### src/rtl/sme_driver_pkg.sv
`default_nettype none
// ============================================================================
// Module   : sme_driver_pkg
// Brief    : Shared state encoding, buffer geometry and matcher constants.
// Revision : 1.0
// ============================================================================
package sme_driver_pkg;

    localparam int          c_BUF_DEPTH   = 32;
    localparam int          c_ADDR_W      = 5;
    localparam int          c_LEN_W       = 6;
    localparam logic [7:0]  c_TIMEOUT     = 8'd255;

    // Metacharacters understood by the downstream matcher
    localparam logic [7:0]  c_META_CARET  = 8'h5E;
    localparam logic [7:0]  c_META_DOLLAR = 8'h24;
    localparam logic [7:0]  c_META_DOT    = 8'h2E;
    localparam logic [7:0]  c_META_SPACE  = 8'h20;

    typedef enum logic [2:0] {
        S_IDLE = 3'd0,
        S_STR  = 3'd1,
        S_PAT  = 3'd2,
        S_WAIT = 3'd3,
        S_DONE = 3'd4
    } state_t;

endpackage
`default_nettype wire

### src/rtl/sme_driver_if.sv
`default_nettype none
// ============================================================================
// Module   : sme_driver_if
// Brief    : Character stream and result handshake between driver and matcher.
// Revision : 1.0
// ============================================================================
interface sme_driver_if;

    logic [7:0] chardata;
    logic       isstring;
    logic       ispattern;
    logic       valid;
    logic       match;
    logic [4:0] match_index;

    modport master (
        output chardata, isstring, ispattern,
        input  valid, match, match_index
    );

    modport slave (
        input  chardata, isstring, ispattern,
        output valid, match, match_index
    );

endinterface
`default_nettype wire

### src/rtl/sme_char_buf.sv
`default_nettype none
// ============================================================================
// Module   : sme_char_buf
// Brief    : 32x8 character array with append-only length counter.
// Revision : 1.0
// ============================================================================
module sme_char_buf
    import sme_driver_pkg::*;
(
    input  wire logic                clk,
    input  wire logic                reset_n,
    input  wire logic                wr_en,
    input  wire logic                clr,
    input  wire logic [7:0]          wr_data,
    input  wire logic [c_ADDR_W-1:0] rd_addr,
    output logic      [7:0]          rd_data,
    output logic      [c_LEN_W-1:0]  len,
    output logic                     full
);

    logic [7:0]         r_mem [c_BUF_DEPTH];
    logic [c_LEN_W-1:0] r_len;
    logic               w_full;
    logic               w_accept;

    assign w_full   = (r_len == c_LEN_W'(c_BUF_DEPTH));
    assign w_accept = wr_en && !clr && !w_full;

    always_ff @(posedge clk or negedge reset_n) begin
        if (!reset_n) begin
            r_len <= '0;
        end else if (clr) begin
            r_len <= '0;
        end else if (w_accept) begin
            r_len <= r_len + c_LEN_W'(1);
        end
    end

    // Storage is deliberately left out of reset
    always_ff @(posedge clk) begin
        if (w_accept) begin
            r_mem[r_len[c_ADDR_W-1:0]] <= wr_data;
        end
    end

    assign rd_data = r_mem[rd_addr];
    assign len     = r_len;
    assign full    = w_full;

endmodule
`default_nettype wire

### src/rtl/sme_driver.sv
`default_nettype none
// ============================================================================
// Module   : sme_driver
// Brief    : Buffers a string and a pattern, streams them to a matcher and
//            captures the matcher's result or a timeout.
// Revision : 1.0
// ============================================================================
module sme_driver
    import sme_driver_pkg::*;
(
    input  wire logic       clk,
    input  wire logic       reset_n,
    input  wire logic       wr_en,
    input  wire logic       wr_sel,
    input  wire logic [7:0] wr_data,
    input  wire logic       clr,
    input  wire logic       go,
    input  wire logic       pat_only,
    sme_driver_if.master    mif,
    output logic            busy,
    output logic            done,
    output logic            res_match,
    output logic [4:0]      res_index,
    output logic            res_timeout,
    output logic            ovf
);

    state_t             r_state;
    logic [c_LEN_W-1:0] r_idx;
    logic [7:0]         r_timer;
    logic [7:0]         r_chardata;
    logic               r_isstring;
    logic               r_ispattern;
    logic               r_done;
    logic               r_res_match;
    logic [4:0]         r_res_index;
    logic               r_res_timeout;
    logic               r_ovf;

    logic               w_idle;
    logic               w_clr;
    logic               w_wr;
    logic               w_go;
    logic               w_wr_s;
    logic               w_wr_p;
    logic               w_clr_p;
    logic [7:0]         w_str_data;
    logic [7:0]         w_pat_data;
    logic [c_LEN_W-1:0] w_len_s;
    logic [c_LEN_W-1:0] w_len_p;
    logic               w_full_s;
    logic               w_full_p;
    logic [c_ADDR_W-1:0] w_pat_addr;

    assign w_idle  = (r_state == S_IDLE);
    assign w_clr   = w_idle && clr;
    assign w_wr    = w_idle && wr_en && !clr;
    assign w_go    = w_idle && go && !clr;
    assign w_wr_s  = w_wr && !wr_sel;
    assign w_wr_p  = w_wr && wr_sel;
    // Pattern length is consumed by each run; the string survives for reuse
    assign w_clr_p = w_clr || (r_state == S_DONE);

    // Outside PAT the pattern port is parked on entry 0 for the phase hand-off
    assign w_pat_addr = (r_state == S_PAT) ? r_idx[c_ADDR_W-1:0] : '0;

    sme_char_buf u_str_buf (
        .clk     (clk),
        .reset_n (reset_n),
        .wr_en   (w_wr_s),
        .clr     (w_clr),
        .wr_data (wr_data),
        .rd_addr (r_idx[c_ADDR_W-1:0]),
        .rd_data (w_str_data),
        .len     (w_len_s),
        .full    (w_full_s)
    );

    sme_char_buf u_pat_buf (
        .clk     (clk),
        .reset_n (reset_n),
        .wr_en   (w_wr_p),
        .clr     (w_clr_p),
        .wr_data (wr_data),
        .rd_addr (w_pat_addr),
        .rd_data (w_pat_data),
        .len     (w_len_p),
        .full    (w_full_p)
    );

    always_ff @(posedge clk or negedge reset_n) begin
        if (!reset_n) begin
            r_ovf <= 1'b0;
        end else if (w_clr || w_go) begin
            r_ovf <= 1'b0;
        end else if ((w_wr_s && w_full_s) || (w_wr_p && w_full_p)) begin
            r_ovf <= 1'b1;
        end
    end

    always_ff @(posedge clk or negedge reset_n) begin
        if (!reset_n) begin
            r_state       <= S_IDLE;
            r_idx         <= '0;
            r_timer       <= '0;
            r_chardata    <= '0;
            r_isstring    <= 1'b0;
            r_ispattern   <= 1'b0;
            r_done        <= 1'b0;
            r_res_match   <= 1'b0;
            r_res_index   <= '0;
            r_res_timeout <= 1'b0;
        end else begin
            r_done <= 1'b0;
            case (r_state)
                S_IDLE: begin
                    if (w_go) begin
                        if (w_len_p == '0) begin
                            r_state       <= S_DONE;
                            r_done        <= 1'b1;
                            r_res_match   <= 1'b0;
                            r_res_index   <= '0;
                            r_res_timeout <= 1'b1;
                        end else if (pat_only || (w_len_s == '0)) begin
                            r_state     <= S_PAT;
                            r_ispattern <= 1'b1;
                            r_chardata  <= w_pat_data;
                            r_idx       <= c_LEN_W'(1);
                        end else begin
                            r_state    <= S_STR;
                            r_isstring <= 1'b1;
                            r_chardata <= w_str_data;
                            r_idx      <= c_LEN_W'(1);
                        end
                    end
                end
                S_STR: begin
                    if (r_idx == w_len_s) begin
                        r_state     <= S_PAT;
                        r_isstring  <= 1'b0;
                        r_ispattern <= 1'b1;
                        r_chardata  <= w_pat_data;
                        r_idx       <= c_LEN_W'(1);
                    end else begin
                        r_chardata <= w_str_data;
                        r_idx      <= r_idx + c_LEN_W'(1);
                    end
                end
                S_PAT: begin
                    if (r_idx == w_len_p) begin
                        r_state     <= S_WAIT;
                        r_ispattern <= 1'b0;
                        r_chardata  <= '0;
                        r_idx       <= '0;
                        r_timer     <= '0;
                    end else begin
                        r_chardata <= w_pat_data;
                        r_idx      <= r_idx + c_LEN_W'(1);
                    end
                end
                S_WAIT: begin
                    if (mif.valid) begin
                        r_state       <= S_DONE;
                        r_done        <= 1'b1;
                        r_res_match   <= mif.match;
                        r_res_index   <= mif.match_index;
                        r_res_timeout <= 1'b0;
                    end else if (r_timer == (c_TIMEOUT - 8'd1)) begin
                        // Counter lands on the limit as the block gives up
                        r_state       <= S_DONE;
                        r_done        <= 1'b1;
                        r_timer       <= c_TIMEOUT;
                        r_res_match   <= 1'b0;
                        r_res_index   <= '0;
                        r_res_timeout <= 1'b1;
                    end else begin
                        r_timer <= r_timer + 8'd1;
                    end
                end
                S_DONE: begin
                    r_state <= S_IDLE;
                end
                default: begin
                    r_state <= S_IDLE;
                end
            endcase
        end
    end

    assign mif.chardata  = r_chardata;
    assign mif.isstring  = r_isstring;
    assign mif.ispattern = r_ispattern;
    assign busy          = (r_state != S_IDLE);
    assign done          = r_done;
    assign res_match     = r_res_match;
    assign res_index     = r_res_index;
    assign res_timeout   = r_res_timeout;
    assign ovf           = r_ovf;

endmodule
`default_nettype wire

### src/flat_wrapper.sv
// flat-port wrapper written by rule: the top's interface ports become plain ports
module sme_driver_flat import sme_driver_pkg::*;
  (clk, reset_n, wr_en, wr_sel, wr_data, clr, go, pat_only, busy, done, res_match, res_index, res_timeout, ovf, mif_chardata, mif_isstring, mif_ispattern, mif_valid, mif_match, mif_match_index);
  sme_driver_if mif_i ();
  input  wire logic clk;
  input  wire logic reset_n;
  input  wire logic wr_en;
  input  wire logic wr_sel;
  input  wire logic [7:0] wr_data;
  input  wire logic clr;
  input  wire logic go;
  input  wire logic pat_only;
  output logic busy;
  output logic done;
  output logic res_match;
  output logic [4:0] res_index;
  output logic res_timeout;
  output logic ovf;
  output wire logic [$bits(mif_i.chardata)-1:0] mif_chardata;
  output wire logic [$bits(mif_i.isstring)-1:0] mif_isstring;
  output wire logic [$bits(mif_i.ispattern)-1:0] mif_ispattern;
  input wire logic [$bits(mif_i.valid)-1:0] mif_valid;
  input wire logic [$bits(mif_i.match)-1:0] mif_match;
  input wire logic [$bits(mif_i.match_index)-1:0] mif_match_index;
  assign mif_chardata = mif_i.chardata;
  assign mif_isstring = mif_i.isstring;
  assign mif_ispattern = mif_i.ispattern;
  assign mif_i.valid = mif_valid;
  assign mif_i.match = mif_match;
  assign mif_i.match_index = mif_match_index;
  sme_driver u_core (.clk(clk), .reset_n(reset_n), .wr_en(wr_en), .wr_sel(wr_sel), .wr_data(wr_data), .clr(clr), .go(go), .pat_only(pat_only), .mif(mif_i), .busy(busy), .done(done), .res_match(res_match), .res_index(res_index), .res_timeout(res_timeout), .ovf(ovf));
endmodule
### config.mk
export PLATFORM = sky130hd
export DESIGN_NAME = sme_driver_flat
export DESIGN_NICKNAME = d
export VERILOG_FILES = /design/src/rtl/sme_driver_pkg.sv /design/src/rtl/sme_driver_if.sv /design/src/rtl/sme_char_buf.sv /design/src/rtl/sme_driver.sv /design/src/flat_wrapper.sv
export SDC_FILE = /design/constraint.sdc
export NUM_CORES = 1
export LEC_CHECK = 0
export ABC_AREA = 1
export CAP_MARGIN = 0
export CORE_MARGIN = 2
export CORE_UTILIZATION = 47
export DETAILED_ROUTE_END_ITERATION = 12
export PLACE_DENSITY = 0.65
export SLEW_MARGIN = 20
export SYNTH_ARGS = -nofsm -noshare
export SYNTH_HDL_FRONTEND = slang
export SYNTH_SLANG_ARGS = --single-unit
### constraint.sdc
create_clock -name clk -period 6.62 [get_ports clk]
set_input_delay 1.324 -clock clk [delete_from_list [all_inputs] [get_ports clk]]
set_output_delay 1.324 -clock clk [all_outputs]
set_load 0.01 [all_outputs]
-- Yosys cells after proc, flatten, opt, wreduce, memory -nomap -nowiden
Memories as Yosys holds them, arrays and structs flattened.
Cells that the tools add are included.
- memory bits (writable): 512
- bits in latches: 0
- flip-flop bits (word level): 48
- bits in read-only memories: 0
- memories: 2
- input bits: 22
- output and inout bits: 20
- memories (name ; words ; bits a word ; rd ports ; clocked after Yosys merged registers in ; wr ports ; RTL line ; source):
    u_core.u_pat_buf.r_mem ; 32 ; 8 ; 1 ; 0 ; 1 ; sme_char_buf.sv:21 ; logic [7:0] r_mem [c_BUF_DEPTH];
    u_core.u_str_buf.r_mem ; 32 ; 8 ; 1 ; 0 ; 1 ; sme_char_buf.sv:21 ;
- $lt $le $gt $ge: 0
- multiplexer cells: 65
- reductions and logical operators: 40
- $mul: 0
- equality and inequality tests: 18
- bitwise gates (word level): 0
- shifts and indexed selects: 0
- $add $sub $neg: 4
- div/mod/pow operators: 0
- operators with widths (cell ; count):
    8-bit 2-to-1 mux ; 8
    6-bit 2-to-1 mux ; 8
    1-bit 2-to-1 mux ; 27
    5-bit 2-to-1 mux ; 5
    8-bit one-hot mux with 3 select lines ; 1
    6-bit by 1-bit adder with 6-bit output (second input constant) ; 3
    3-bit 2-to-1 mux ; 6
    6-bit one-hot mux with 3 select lines ; 1
    8-bit one-hot mux with 2 select lines ; 1
    2-bit != test (second input constant) ; 7
    1-bit logical AND ; 13
    6-bit == test ; 2
    6-bit == test (second input constant) ; 2
    6-bit logical NOT ; 2
    3-bit one-hot mux with 4 select lines ; 1
    2-bit nonzero test ; 6
    5-bit one-hot mux with 2 select lines ; 1
    8-bit by 1-bit adder with 8-bit output (second input constant) ; 1
    8-bit == test (second input constant) ; 1
    1-bit one-hot mux with 2 select lines ; 4
    4-bit AND reduction ; 2
    3-bit by 2-bit == test with 1-bit output (second input constant) ; 2
    1-bit logical NOT ; 6
    3-bit AND reduction ; 2
    other kinds (11) ; 15

-- Depth between registers and ports, before layout
- depth after elaboration: 8
- depth in mapped cells: 14
- mapped depth without buffers: 12

-- Cells and area by module
From an unflattened synthesis, not the netlist that was laid out.
- cell total of the unflattened synthesis: 2345
- area, all modules: 24801.3 µm²
- by module, submodules not included (module ; cells an instance ; instances ; sequential area each (µm²) ; area each (µm²)):
    sme_char_buf at u_core.u_str_buf ; 959 ; 1 ; 7837.5 ; 11070.6
    sme_char_buf at u_core.u_pat_buf ; 959 ; 1 ; 7837.5 ; 10950.5
    sme_driver ; 427 ; 1 ; 900.9 ; 2780.2

-- Worst setup path after synthesis
No wires, ideal clock.
- kind: in2reg
- start point: input port clr
- end point: memory u_core.u_pat_buf.r_mem[23][0], enable pin
- required time: 6.237 ns
- buffers on the path: 0
- path slack: 3.582 ns
- data arrival time: 2.655 ns
- cell stages on the path: 7
- cells stage by stage: inv_1 nand4_1 inv_1 nand2_1 inv_1 nand3_1 nor3_1
- cells in the longest elaborated chain, start to end: 7
- elaborated cells on any way between the ends: 10
- ends and longest elaborated chain (what ; RTL line ; source):
    start, declared ; flat_wrapper.sv:10 ; input wire logic clr;
    1-bit logical NOT or 1-bit logical AND (tied branches) ; sme_driver.sv:57, sme_driver.sv:56 ;
    1-bit logical AND or 1-bit logical OR (tied branches) ; sme_driver.sv:57, sme_driver.sv:62 ;
    1-bit logical AND or 1-bit logical NOT (tied branches) ; sme_driver.sv:60, sme_char_buf.sv:27 ;
    1-bit logical AND (*) (2 in series) ; sme_char_buf.sv:27 ; assign w_accept = wr_en && !clr && !w_full;
    1-bit 2-to-1 mux (*) ; sme_char_buf.sv:41 ; if (w_accept) begin
    1-bit 2-to-1 mux (not written as such) (*) ; sme_char_buf.sv:42 ; r_mem[r_len[c_ADDR_W-1:0]] <= wr_data;
    end, declared ; sme_char_buf.sv:21 ;
Every way passes the cells marked *; elsewhere a longest branch is shown, timed or not.

-- Worst setup path after layout
- start point: register u_core.r_state[0]
- end point: register u_core.r_chardata[6], in the netlist u_core.mif.chardata[6]
- cells in the longest elaborated chain, start to end: 7
- elaborated cells on any way between the ends: 17
- ends and longest elaborated chain (what ; RTL line ; source):
    start, declared ; sme_driver.sv:28 ; state_t r_state;
    start signal, assigned ; sme_driver.sv:103 ; r_state <= S_IDLE;
    start signal, assigned ; sme_driver.sv:119 ; r_state <= S_DONE;
    start signal, assigned ; sme_driver.sv:125 ; r_state <= S_PAT;
    3-bit by 2-bit == test with 1-bit output ; sme_driver.sv:65, sme_driver.sv:115 ;
    5-bit 2-to-1 mux ; sme_driver.sv:65 ; assign w_pat_addr = (r_state == S_PAT) ? r_idx[c_ADDR_W-1:0] : '0;
    memory 32 x 8 bit ; n/a ;
    8-bit 2-to-1 mux ; sme_driver.sv:124 ; end else if (pat_only || (w_len_s == '0)) begin
    8-bit 2-to-1 mux ; sme_driver.sv:118 ; if (w_len_p == '0) begin
    8-bit 2-to-1 mux ; sme_driver.sv:117 ; if (w_go) begin
    8-bit one-hot mux with 3 select lines ; sme_driver.sv:115 ; case (r_state)
    end signal, assigned ; sme_driver.sv:127 ; r_chardata <= w_pat_data;
    end signal, assigned ; sme_driver.sv:132 ; r_chardata <= w_str_data;
    end signal, assigned ; sme_driver.sv:142 ; r_chardata <= w_pat_data;
    end, declared ; sme_driver.sv:31 ; logic [7:0] r_chardata;
Parallel ways exist; a longest one is shown, timed or not. The select of a mux whose other input is x is not followed.
A chain may end at the register's enable or synchronous reset.

==> results.yml <==
final_layout:
  nNetsFinal: 2208
  syn2layout_area_growth_pct: 11.4
  fin_area_um2: 26700
  layout-drive-gt1-share_pct: 6.70
power_and_ir_drop:
  power_mw: 9.97
  ir_drop_mv: 0.295
  powerDensity_nw_per_um2: 374
  p_leak_nw: 9.75
logic_synthesis:
  async_reset_ff_share_pct: 8.57
  ys_top_cells_by_area: "edfxtp_1, nand3_1, nor2_1"
  yosys-top-cells-count: "edfxtp_1, nand3_1, nor2_1"
  synth_flop_cell: "edfxtp_1"
  synth-seq-cells: 560
  syn_area_um2: 23900
  yosys_warnings: 0
  synth-edff-count: 512
  yosys.cell_types.count: 37
  synth.largest_area_cell: "edfxtp_1"
  yosysMostFrequentCell: "edfxtp_1"
  synth_top_area_share_pct: 64.3
  syn_inst: 2174
  synth_nets: 2207
  avgSynthCellArea_um2: 11.0
  ys_seq_area_share_pct: 69.3
detailed_routing:
  top_layer: "met4"
  drt-initial-drc-count: 1903
  vias: 16500
  met2_length_um: 29400
  wl_met3_um: 4340
  drc: 0
  wl_per_cell_um: 21.1
  wl_met1_um: 25200
  first_pass_iters: 7
  viasPerCell: 5.68
  routed_wirelength_um: 61000
  final_antenna_net_count: 0
clock_network:
  root_buffer: "clkbuf_16"
  cts_buffer_depth: 3
  cts_buffers: 57
  cts_setup_buffers: 0
  htreeDepth: 2
  hold_buffers: 0
  path_clk_slew_ns: 0.06
  clock-sinks: 560
  clkLatencyLatePin_ns: 0.63
  cts_resized: 0
  cts_tree: "built"
timing:
  relSlewSlack_pct: 28.6
  tightest_slew_ns: 1.06
  period_share_pct: 56.5
  finalClockSkew_ns: 0.0203
  rsz0062_at_grt: "no"
  slew_violations: 0
  min_period_ns: 3.74
  setup_violations: 0
  finalHoldViolations: 0
  fmax_ghz: 0.267
  fin_setup_tns_ns: 0
  worst_slack_ns: 2.88
setup_path:
  reg2reg_to: "u_core.mif.chardata[6]"
  r2r_cells: 11
  rrSetupSlack_ns: 2.88
  crit_type: "reg2reg"
  cp.required_ns: 7.12
  cp-end-kind: "flop"
  critPathLaunchType: "flop"
  critPathArrivalTime_ns: 4.24
  startpoint: "u_core.r_state[0]"
  r2r-start: "u_core.r_state[0]"
  cp_max_fo: 33
die:
  coreArea_um2: 50200
  start_util_pct: 47.7
  die_width_um: 230
  dieArea_um2: 52700
  die_y_um: 230
  io_pins: 42
  fp-row-count: 82
global_route:
  antenna_found_initial: 0
  overflow: 0
  grtUsageTotal_pct: 23.0
  grt_pass1_wl_um: 92200
  grt_max_degree: 107
  first_global_vias: 16000
min_path:
  hold_path_class: "reg2reg"
  whs_endpoint: "u_core.res_index[2]"
  hold_depth: 1
  worstHoldStart: "u_core.res_index[2]"
job:
  maxCapViolCount: 0
place:
  placed_cell_area_um2: 24700
  io_buffers: 41
  dp_slack_ns: 2.51
  gp_congestion: 0.883
  dp.final_hpwl_um: 35900
status:
  run_status: "complete, no violations"
==> power breakdown <==
group / total, mW / internal, mW / leakage, nW / switching [mW]
registers: 4.12 / 3.96 / 5.23 / 0.162
clock network: 3.30 / 1.94 / 0.933 / 1.36
logic: 2.55 / 0.756 / 3.58 / 1.79
total: 9.97 / 6.65 / 9.75 / 3.32
==> stage by stage <==
stage / hold WS, ns / std cells / util [%]
final: 0.503 / 2896 / 53.1
after global routing: 0.529 / 2895 / 53.1
after CTS: 0.507 / 2895 / 53.1
after detailed placement: 0.486 / 2788 / 49.3
after global placement: 0.482 / 2788 / 49.3
after floorplan: 0.487 / 2174 / -
==> cell type report <==
cell class                      count  area, um2
Fill cell                        4288      23500
Tap cell                          672        841
Multi-Input combinational cell   1361       6280
Clock buffer                       64       1450
Clock inverter                     43        470
Inverter                          132        495
Antenna cell                        1       2.50
Timing Repair Buffer               63        534
Sequential cell                   560      16600
==> registers in the layout, summed over array words and instances (netlist names) <==
signal and cells:
u_core.u_str_buf.r_mem 256, u_core.u_str_buf.len 6, u_core.res_index 5, u_core.res_timeout 1, u_core.ovf 1, u_core.mif.chardata 8, u_core.mif.ispattern 1, u_core.done 1
u_core.r_idx 6, u_core.r_state 3, u_core.mif.isstring 1, u_core.res_match 1, u_core.u_pat_buf.r_mem 256, u_core.r_timer 8, u_core.u_pat_buf.len 6
==> metal layers <==
| metal | vias to the layer above | track usage, % |
|---|---|---|
| met5 | - | 0 |
| met4 | 0 | 9.62 |
| met3 | 125 | 2.89 |
| met2 | 699 | 37.8 |
| met1 | 8030 | 31.0 |
| li1 | 7609 | - |
==> worst max-delay path by stage <==
stage                                          to  slack (ns)  cells after the start
global route               u_core.mif.chardata[6]        2.68                     11
detailed placement  u_core.u_pat_buf.r_mem[25][2]        2.51                      8
floorplan           u_core.u_pat_buf.r_mem[23][0]        3.58                      7
CTS                        u_core.mif.chardata[6]        3.03                      8
finish                     u_core.mif.chardata[6]        2.88                     11
global placement     u_core.u_pat_buf.r_mem[6][6]        2.59                      8
==> critical path, stage by stage (launching register included) <==
cell	delay, ns
dfrtp_1	0.44
inv_2	0.42
nand2_2	0.25
nor2_2	0.15
buf_4	0.37
clkinv_1	0.92
nand3_1	0.47
nand3_1	0.16
nand3_1	0.15
nand2_1	0.10
nand2_1	0.08
a21oi_1	0.08
==> cells by family after synthesis <==
group                    Yosys count  synth area share (%)
AO/OA/AOI/OAI                    186                  4.37
XOR/XNOR                           4                 0.146
adder cells (fa/ha/maj)           11                 0.575
buffers and inverters            253                  4.48
flip-flops                       560                  69.3
AND/OR/NAND/NOR                 1160                  21.1
==> cell usage in the layout, fill, tap and decap left out, types with 16 or more instances in the layout <==
cell             count
a21oi_1             23
buf_4               21
clkbuf_16           57
clkdlybuf4s50_1     32
clkinv_2            16
dfrtp_1             47
edfxtp_1           512
inv_1              123
nand2_1            313
nand3_1            424
nand4_1             20
nor2_1             366
o211ai_1            25
o21ai_0            118
Power figures use the tool's default switching activity.
